--- src/rtl/rr_stream_mux.sv ---
// N:1 valid/ready stream multiplexer with selectable round-robin or fixed-priority
// arbitration, a registered output stage and a wrapping output-transfer counter.
module rr_stream_mux #(
  parameter int unsigned IN    = 4,
  parameter int unsigned DATA  = 8,
  parameter int unsigned MODE  = 0,
  parameter int unsigned CNT_W = 16
) (
  input  logic                   clk,
  input  logic                   rst_n,
  input  logic [IN*DATA-1:0]     in_data,
  input  logic [IN-1:0]          in_valid,
  output logic [IN-1:0]          in_ready,
  output logic [DATA-1:0]        out_data,
  output logic                   out_valid,
  input  logic                   out_ready,
  output logic [$clog2(IN)-1:0]  out_sel,
  output logic [CNT_W-1:0]       out_count
);

  localparam int unsigned SEL_W = $clog2(IN);

  logic [SEL_W-1:0] ptr_q;
  logic [SEL_W-1:0] gnt_idx;
  logic [SEL_W-1:0] nxt_ptr;
  logic [IN-1:0]    grant;
  logic [DATA-1:0]  sel_data;
  logic             gnt_any;
  logic             load_en;
  logic             xfer_in;
  logic             xfer_out;
  int unsigned      start;
  int unsigned      idx;

  // Cyclic search from the start index; fixed priority always starts at channel 0.
  always_comb begin
    grant    = '0;
    gnt_idx  = '0;
    nxt_ptr  = '0;
    sel_data = '0;
    gnt_any  = 1'b0;
    idx      = 0;
    start    = (MODE == 1) ? 0 : int'(ptr_q);
    for (int unsigned k = 0; k < IN; k++) begin
      idx = (start + k) % IN;
      if (!gnt_any && in_valid[SEL_W'(idx)]) begin
        gnt_any  = 1'b1;
        gnt_idx  = SEL_W'(idx);
        nxt_ptr  = SEL_W'((idx + 1) % IN);
        sel_data = in_data[idx*DATA +: DATA];
      end
    end
    if (gnt_any) grant[gnt_idx] = 1'b1;
  end

  assign load_en  = !out_valid || out_ready;
  assign in_ready = grant & {IN{load_en}};
  assign xfer_in  = gnt_any && load_en;
  assign xfer_out = out_valid && out_ready;

  // Output register, transfer counter and round-robin pointer.
  always_ff @(posedge clk) begin
    if (!rst_n) begin
      out_valid <= 1'b0;
      out_data  <= '0;
      out_sel   <= '0;
      out_count <= '0;
      ptr_q     <= '0;
    end else begin
      if (xfer_out) out_count <= out_count + CNT_W'(1);
      if (xfer_in) begin
        out_data  <= sel_data;
        out_sel   <= gnt_idx;
        out_valid <= 1'b1;
        if (MODE == 0) ptr_q <= nxt_ptr;
      end else if (xfer_out) begin
        out_valid <= 1'b0;
      end
    end
  end

endmodule

--- config.mk ---
export PLATFORM = sky130hd
export DESIGN_NAME = rr_stream_mux
export DESIGN_NICKNAME = d
export VERILOG_FILES = /design/src/rtl/rr_stream_mux.sv
export SDC_FILE = /design/constraint.sdc
export NUM_CORES = 1
export LEC_CHECK = 0
export ABC_AREA = 1
export CAP_MARGIN = 10
export CORE_MARGIN = 10
export CORE_UTILIZATION = 53
export DETAILED_ROUTE_END_ITERATION = 16
export HOLD_SLACK_MARGIN = 0.05
export PLACE_DENSITY_LB_ADDON = 0.3
export SETUP_SLACK_MARGIN = 0.5
export SLEW_MARGIN = 40
export SYNTH_ARGS = -nofsm -noshare
export SYNTH_HDL_FRONTEND = slang
export SYNTH_SLANG_ARGS = --single-unit
--- constraint.sdc ---
create_clock -name clk -period 3.4 [get_ports clk]
set_clock_uncertainty 0.15 [all_clocks]
set_input_delay 0.51 -clock clk [delete_from_list [all_inputs] [get_ports clk]]
set_output_delay 0.51 -clock clk [all_outputs]
set_load 0.03 [all_outputs]
==> results.sh, run 1 <==
export IMPL_grt_pass1_vias=2781
export IMPL_power_mw=2.70
export IMPL_rsz0062_at_grt="true"
export IMPL_cp_num_buf_inv=3
export IMPL_dieArea_sq_um=8080
export IMPL_crit_cells=10
export IMPL_start_kind="primary input"
export IMPL_ys_seq_area_share_pct=22.4
export IMPL_slowest_stage="clkdlybuf4s50_1"
export IMPL_dp_cells=605
export IMPL_final_cell_mix="183 x nand2_1, 65 x clkdlybuf4s50_1, 58 x o21ai_0"
export IMPL_critPathLaunch="in_valid[0]"
export IMPL_synth_area_leaders="nand2_1 27%, dfxtp_1 22%, o21ai_0 11%, inv_1 7.5%, nand3_1 6.4%"
export IMPL_hold_viol_final=0
export IMPL_core_area_sq_um=4720
export IMPL_min_delay_start="out_count[2]$_SDFFE_PN0P_"
export IMPL_yosysTopAreaCell="nand2_1"
export IMPL_synthCells=478
export IMPL_fin_nets=590
export IMPL_period_needed_ns=2.79
export IMPL_critPathTopFamily="buffers and inverters"
export IMPL_hold_slack_ns=0.354
export IMPL_grt_first_pass_wirelength_mm=12.5
export IMPL_synth_cell_types=27
export IMPL_via_per_inst=5.19
export IMPL_layout_commonest_cell="nand2_1"
export IMPL_insertion_delay_ns=0.29
export IMPL_detail_route_antenna_nets=0
export IMPL_crit_path_end_kind="primary output"
export IMPL_first_pass_iters=5
export IMPL_die_h_um=89.9
export IMPL_r2r_start="ptr_q[0]$_SDFFE_PN0P_"
export IMPL_crit_chain="clkdlybuf4s50_1 > nand2_1 > nand2_1 > nand2_2 > nand2_2 > buf_4 > o211ai_1 > nand3_1 > nor2_1 > buf_2"
export IMPL_netlist_area_sq_um=2590
export IMPL_path_max_fanout=3
export IMPL_ctsHoldBuffers=0
export IMPL_drive_above_1_share_pct=9.09
export IMPL_syn_avg_cell_area_sq_um=5.41
export IMPL_fp_dieW_um=89.9
export IMPL_p_leak_nw=1.62
export IMPL_diodes=0
export IMPL_criticalPathCategory="in -> out"
export IMPL_portBuffers=69
export IMPL_worst_ep_required_time_ns=2.74
export IMPL_cts_tree="done"
export IMPL_cts_sinks=29
export IMPL_ir_drop_v=0.000404
export IMPL_ys_ff_latch=29
export IMPL_tightestPinTransition_ns=0.494
export IMPL_r2r_cells=10
export IMPL_cts_buffers=5
export IMPL_p_per_area_nw_per_um2=781
export IMPL_outcome="complete, no violations"
export IMPL_final_setup_tns_ns=0
export IMPL_synth_top_cell_area_share_pct=26.7
export IMPL_gp_congestion=0.849
export IMPL_ios=70
export IMPL_overflow=0
export IMPL_max_stage_delay_ns=0.44
export IMPL_cp_arrival_ns=2.13
export IMPL_cap_violations=0
export IMPL_htree_levels=2
export IMPL_synth_nets=518
export IMPL_cts_buffer_depth=2
export IMPL_holdCritPathClass="reg -> reg"
export IMPL_fp_row_count=25
export IMPL_ys_warn_count=0
export IMPL_grt_usage_pct=17.7
export IMPL_relSlewSlack_pct=67.1
export IMPL_post_layout_nonfiller_instances=617
export IMPL_antenna_found_initial=0
export IMPL_drcViolationCount=0
export IMPL_fmax_mhz=358
export IMPL_dp_hpwl_mm=5.98
export IMPL_drv_slew=0
export IMPL_period_share_pct=82.1
export IMPL_hold_depth=2
export IMPL_routedWlPerCell_um=12.8
export IMPL_area_growth_pct=33.8
export IMPL_cts_root_buf="clkbuf_8"
export IMPL_clk_pin_slew_ns=0.06
export IMPL_initial_utilization_pct=54.8
export IMPL_drtIter0Drc=274
export IMPL_grt_max_degree=43
export IMPL_setup_viol=0
export IMPL_vias=3204
export IMPL_drt_wl_total_mm=7.89
[tightest hold or removal path: cells and delay by family (launching register included)]
family                 cells  cell delay (ns)
buffers and inverters      1             0.07
AOI/OAI and AO/OA          1             0.06
DFF                        1             0.33
[area by class of cell]
type / instances / area, sq um
Inverter: 56 / 215
Multi-Input combinational cell: 370 / 1680
Timing Repair Buffer: 88 / 818
Fill cell: 388 / 1260
Clock buffer: 7 / 86.3
Sequential cell: 29 / 582
Tap cell: 67 / 83.8
[layer usage]
layer	up-vias	GRT usage, %	share of wire (%)	wire length (um)
li1	1646	-	-	-
met2	112	31.4	50	3960
met4	0	4.38	0.88	69
met1	1439	20.2	43	3360
met3	7	5.24	6.4	501
met5	-	0	0	0
[synthesized netlist by cell type, drive strengths merged]
library cell	number
a21oi	15
ha	1
nor2	43
nor3	6
nand3	34
inv	56
o21a	2
o211ai	1
xor2	3
nand3b	2
clkbuf	11
nand2	194
dfxtp	29
buf	12
nand4	10
o21ai	59
[stage by stage]
step,instance area (sq um),setup slack [ns],util [%]
final,3460,0.608,73.3
after global placement,3330,0.214,70.5
after detailed placement,3330,0.138,70.5
after global routing,3460,0.481,73.3
after CTS,3420,0.505,72.5
after floorplan,2590,1.01,-
[sequential cells by signal, summed over array words and instances, names as in the netlist]
name       flops
out_count     16
out_data       8
out_sel        2
out_valid      1
ptr_q          2
[worst paths after layout]
kind	endpoint	slack, ns
setup / recovery	in_ready[1]	0.61
hold / removal	out_count[2]$_SDFFE_PN0P_	0.35
setup reg to reg	ptr_q[1]$_SDFFE_PN0P_	1.18
hold reg to reg	out_count[2]$_SDFFE_PN0P_	0.35
[where the power goes]
group | total (mW) | switching, mW | internal, mW
clock network | 0.289 | 0.128 | 0.160
logic | 1.96 | 1.26 | 0.696
registers | 0.455 | 0.0488 | 0.406
[cell families (layout without fill, tap and decap cells)]
family	count (synthesis)	in the layout	synth area share [%]
AOI/OAI and AO/OA	77	77	15.3
xor gates and xnor gates	3	3	1.02
and+or+nand+nor	289	289	47.4
adders and majority gates	1	1	0.483
buffers and inverters	79	151	13.3
DFF	29	29	22.4
[repair_timing]
| action | 4_1_cts | 5_1_grt |
|---|---|---|
| pin swaps | 0 | 4 |
| endpoints found under the setup margin | 3 | 4 |
| buffers inserted | 0 | 5 |
| gates resized for setup | 10 | 13 |
Power figures use the tool's default switching activity.
==> inputs of run 2 (changes only) <==
- CORE_UTILIZATION: 53 -> 44
- clock period: 3.4 -> 2.5 ns (I/O delays scaled with it)
==> results.sh, run 2 (synthesized netlist as in run 1, its figures left out) <==
export IMPL_first_pass_iters=6
export IMPL_outcome="complete, no violations"
export IMPL_htree_levels=2
export IMPL_rsz0062_at_grt="true"
export IMPL_cts_buffer_depth=2
export IMPL_largest_register_ffs=16
export IMPL_post_layout_nonfiller_instances=644
export IMPL_fmax_mhz=418
export IMPL_grt_usage_pct=16.3
export IMPL_drive_above_1_share_pct=18.7
export IMPL_area_growth_pct=53.1
export IMPL_cp_num_buf_inv=3
export IMPL_n_fill_cell=477
export IMPL_top_regs="out_count: 16 flops, out_data: 8 flops"
export IMPL_ir_drop_v=0.000705
export IMPL_via_per_inst=5.21
export IMPL_cts_tree="done"
export IMPL_crit_path_end_kind="primary output"
export IMPL_timing_rr_end="out_data[6]$_SDFFE_PN0P_"
export IMPL_reg2reg_slack_ns=0.58
export IMPL_min_to="out_count[6]$_SDFFE_PN0P_"
export IMPL_drv_slew=0
export IMPL_grt_max_degree=33
export IMPL_setup_viol=0
export IMPL_worst_ep_required_time_ns=1.98
export IMPL_fin_nets=612
export IMPL_dp_hpwl_mm=6.09
export IMPL_vias=3354
export IMPL_min_delay_start="out_count[6]$_SDFFE_PN0P_"
export IMPL_max_stage_delay_ns=0.38
export IMPL_layout_commonest_cell="nand2_1"
export IMPL_r2r_cells=12
export IMPL_cts_buffers=5
export IMPL_dieArea_sq_um=9350
export IMPL_cap_violations=0
export IMPL_start_kind="flop"
export IMPL_crit_chain="buf_8 > nand2_4 > nand2_4 > nand2_4 > nand2_4 > buf_12 > o21ai_4 > nand2_4 > nand2_4 > nand2_4 > nor2_4 > buf_6"
export IMPL_critPathTopFamily="simple AND/OR/NAND/NOR gates"
export IMPL_cts_sinks=29
export IMPL_power_mw=4.45
export IMPL_portBuffers=69
export IMPL_cp_arrival_ns=1.87
export IMPL_ctsHoldBuffers=0
export IMPL_cts_root_buf="clkbuf_8"
export IMPL_core_area_sq_um=5610
export IMPL_fp_dieW_um=96.7
export IMPL_utilization_pct=70.6
export IMPL_placed_cell_area_sq_um=3460
export IMPL_die_h_um=96.7
export IMPL_clk_pin_slew_ns=0.06
export IMPL_routedWlPerCell_um=13.2
export IMPL_period_needed_ns=2.39
export IMPL_p_leak_nw=1.83
export IMPL_path_max_fanout=5
export IMPL_ios=70
export IMPL_r2r_start="ptr_q[0]$_SDFFE_PN0P_"
export IMPL_antenna_found_initial=0
export IMPL_criticalPathCategory="reg -> out"
export IMPL_final_cell_mix="164 x nand2_1, 61 x clkdlybuf4s50_1, 57 x o21ai_0"
export IMPL_hold_depth=2
export IMPL_hold_viol_final=0
export IMPL_grt_first_pass_wirelength_mm=13.5
export IMPL_fp_row_count=27
export IMPL_detail_route_antenna_nets=0
export IMPL_drt_wl_total_mm=8.48
export IMPL_final_area_sq_um=3960
export IMPL_top_register="out_count"
export IMPL_tightestPinTransition_ns=0.391
export IMPL_gp_congestion=0.844
export IMPL_final_setup_tns_ns=0
export IMPL_overflow=0
export IMPL_insertion_delay_ns=0.28
export IMPL_drcViolationCount=0
export IMPL_holdCritPathClass="reg -> reg"
export IMPL_drtIter0Drc=244
export IMPL_dp_cells=618
export IMPL_relSlewSlack_pct=73.7
export IMPL_grt_pass1_vias=2977
export IMPL_diodes=0
export IMPL_slowest_stage="dfxtp_4"
export IMPL_crit_path_frequent_cell="nand2_4"
export IMPL_p_per_area_nw_per_um2=1120
export IMPL_period_share_pct=95.6
export IMPL_initial_utilization_pct=46.1
[run 2: cell count changes in the layout (fill, tap and decap cells not counted), moves of 6 or more]
cell,previous run,this run
buf_4,21,31
buf_6,0,9
nand2_1,183,164
nand2_4,1,20
nor2_1,42,35
nor2_4,1,7
[run 2: report_power, final]
part	switching (mW)	internal (mW)	total [mW]
combinational	2.04	1.40	3.44
sequential	0.0744	0.558	0.633
clock	0.167	0.218	0.385
[run 2: metal layers]
metal  global-route usage (%)  share of wire [%]  vias to the layer above
li1                         -                  -                     1700
met2                     27.8                 48                      126
met1                     19.3                 43                     1506
met4                     6.20                2.3                        0
met5                        0                  0                        -
met3                     3.76                6.9                       22
[run 2: worst register-to-register path, delay by kind of cell (launching register included)]
kind	cells	cell delay (ns)
simple gates	7	0.53
buf+inv	4	0.62
compound gates	1	0.15
flops	1	0.41
[run 2: stage by stage]
| stage | hold WS [ns] | setup WS, ns |
|---|---|---|
| 2_1_floorplan | 0.363 | 0.450 |
| 3_3_place_gp | 0.331 | 0.00415 |
| 3_5_place_dp | 0.337 | -0.0272 |
| 4_1_cts | 0.347 | 0.149 |
| 5_1_grt | 0.380 | 0.0132 |
| 6_report | 0.353 | 0.110 |
[run 2: timing repair]
item,4_1_cts,5_1_grt
gates cloned,0,1
pin swaps,14,18
endpoints found under the setup margin,19,15
buffers inserted,10,8
resized for setup,29,47
[run 2: cell type report]
class	instances	area, sq um	area share [%]
multi-input combinational	370	1910	48.2
clock buffer	7	86.3	2.18
tap	72	90.1	2.27
timing repair buffer	110	1050	26.6
sequential	29	588	14.8
inverter	56	233	5.87
[run 2: how the worst max path moves through the flow]
| stage | from | depth (start not counted) | slack, ns | end |
|---|---|---|---|---|
| after global placement | in_valid[2] | 10 | 0.004 | in_ready[3] |
| after floorplan | ptr_q[0]$_SDFFE_PN0P_ | 11 | 0.45 | in_ready[2] |
| final | ptr_q[0]$_SDFFE_PN0P_ | 12 | 0.11 | in_ready[0] |
| after global routing | ptr_q[0]$_SDFFE_PN0P_ | 13 | 0.01 | in_ready[3] |
| after CTS | ptr_q[0]$_SDFFE_PN0P_ | 11 | 0.15 | in_ready[3] |
| after detailed placement | in_valid[2] | 10 | -0.03 | in_ready[3] |
==> inputs of run 3 (changes only) <==
- CORE_MARGIN: 10 -> 1
==> results.sh, run 3 (synthesized netlist as in run 1, its figures left out) <==
export IMPL_die_h_um=78.7
export IMPL_clk_pin_slew_ns=0.07
export IMPL_cts_root_buf="clkbuf_8"
export IMPL_crit_chain="inv_8 > nand2_4 > nand2_2 > nand2_4 > nand2_4 > nor2_4 > nand3b_1 > nand3_4 > inv_4 > buf_6 > nor2_4 > buf_6"
export IMPL_overflow=0
export IMPL_grt_first_pass_wirelength_mm=11.9
export IMPL_hold_slack_ns=0.352
export IMPL_dp_hpwl_mm=5.42
export IMPL_period_needed_ns=2.42
export IMPL_p_per_area_nw_per_um2=1100
export IMPL_start_kind="flop"
export IMPL_setup_viol=0
export IMPL_vias=3174
export IMPL_drt_wl_total_mm=7.24
export IMPL_fp_dieW_um=78.7
export IMPL_drtIter0Drc=156
export IMPL_max_stage_delay_ns=0.43
export IMPL_ctsHoldBuffers=0
export IMPL_core_area_sq_um=5570
export IMPL_cts_sinks=29
export IMPL_p_leak_nw=1.81
export IMPL_cts_buffer_depth=2
export IMPL_ir_drop_v=0.000738
export IMPL_cp_arrival_ns=1.90
export IMPL_final_cell_mix="168 x nand2_1, 61 x clkdlybuf4s50_1, 55 x o21ai_0"
export IMPL_grt_usage_pct=23.9
export IMPL_dieArea_sq_um=6190
export IMPL_cap_violations=0
export IMPL_diodes=0
export IMPL_routedWlPerCell_um=11.2
export IMPL_ios=70
export IMPL_fp_row_count=27
export IMPL_crit_path_frequent_cell="nand2_4"
export IMPL_utilization_pct=69.6
export IMPL_path_max_fanout=8
export IMPL_grt_pass1_vias=2857
export IMPL_hold_viol_final=0
export IMPL_htree_levels=2
export IMPL_drv_slew=0
export IMPL_crit_path_end_kind="primary output"
export IMPL_cts_tree="done"
export IMPL_tightestPinTransition_ns=0.381
export IMPL_top_regs="out_count: 16 flops, out_data: 8 flops"
export IMPL_relSlewSlack_pct=74.5
export IMPL_largest_register_ffs=16
export IMPL_drcViolationCount=0
export IMPL_antenna_found_initial=0
export IMPL_cts_buffers=5
export IMPL_holdCritPathClass="reg -> reg"
export IMPL_detail_route_antenna_nets=0
export IMPL_rsz0062_at_grt="true"
export IMPL_power_mw=4.26
export IMPL_drive_above_1_share_pct=18.0
export IMPL_fmax_mhz=413
export IMPL_portBuffers=69
export IMPL_slowest_stage="dfxtp_4"
export IMPL_first_pass_iters=4
export IMPL_initial_utilization_pct=46.4
export IMPL_gp_congestion=0.833
export IMPL_top_register="out_count"
export IMPL_period_share_pct=96.8
export IMPL_layout_commonest_cell="nand2_1"
export IMPL_grt_max_degree=49
export IMPL_outcome="complete, no violations"
export IMPL_via_per_inst=4.93
export IMPL_fin_nets=611
export IMPL_worst_ep_required_time_ns=1.98
export IMPL_insertion_delay_ns=0.29
export IMPL_criticalPathCategory="reg -> out"
export IMPL_area_growth_pct=49.9
-- run 3: what timing repair did --
item                       CTS  global route
setup buffers                6             6
cloned                       0             0
resized for setup           31            30
pin swaps                   10            18
setup endpoints to repair   10            20
-- run 3: final timing paths --
kind / start / to / slack (ns) / depth (start not counted)
worst max register to register: ptr_q[0]$_SDFFE_PN0P_ / out_data[2]$_SDFFE_PN0P_ / 0.60 / 13
worst max-delay path: ptr_q[0]$_SDFFE_PN0P_ / in_ready[3] / 0.08 / 12
worst min register to register: out_count[15]$_SDFFE_PN0P_ / out_count[15]$_SDFFE_PN0P_ / 0.35 / 2
worst min-delay path: out_count[15]$_SDFFE_PN0P_ / out_count[15]$_SDFFE_PN0P_ / 0.35 / 2
-- run 3: area by class of cell --
type	instances	area, sq um
multi-input cells	370	1850
clock buffers	7	96.3
well taps	72	90.1
flip-flops and latches	29	586
repair buffers	109	1030
inverters	56	220
clock inverters	1	5.00
fillers	532	1700
-- run 3: critical path, delay by kind of cell, from the launching register on --
kind	cells	cell delay [ns]
flops	1	0.43
buf+inv	4	0.35
simple gates	8	0.83
-- run 3: metal layers --
metal | track usage, % | routed length [um] | vias up
met2 | 42.6 | 3620 | 104
met1 | 27.6 | 3040 | 1358
met3 | 4.19 | 428 | 17
li1 | - | - | 1695
met4 | 10.7 | 144 | 0
met5 | 0 | 0 | -
-- run 3: report_power, final --
group | internal, mW | total (mW) | switching (mW)
combinational | 1.34 | 3.20 | 1.87
clock | 0.248 | 0.429 | 0.181
sequential | 0.556 | 0.632 | 0.0764
total | 2.14 | 4.26 | 2.12
-- run 3: metrics by stage --
step                cell area [sq um]  setup WS, ns  setup TNS, ns  cells
global route                     3880       -0.0130        -0.0130    644
finish                           3880        0.0797              0    644
floorplan                        2670         0.450              0    478
CTS                              3730        0.0691              0    638
global placement                 3510        -0.360         -0.360    624
detailed placement               3510        -0.439         -0.568    624
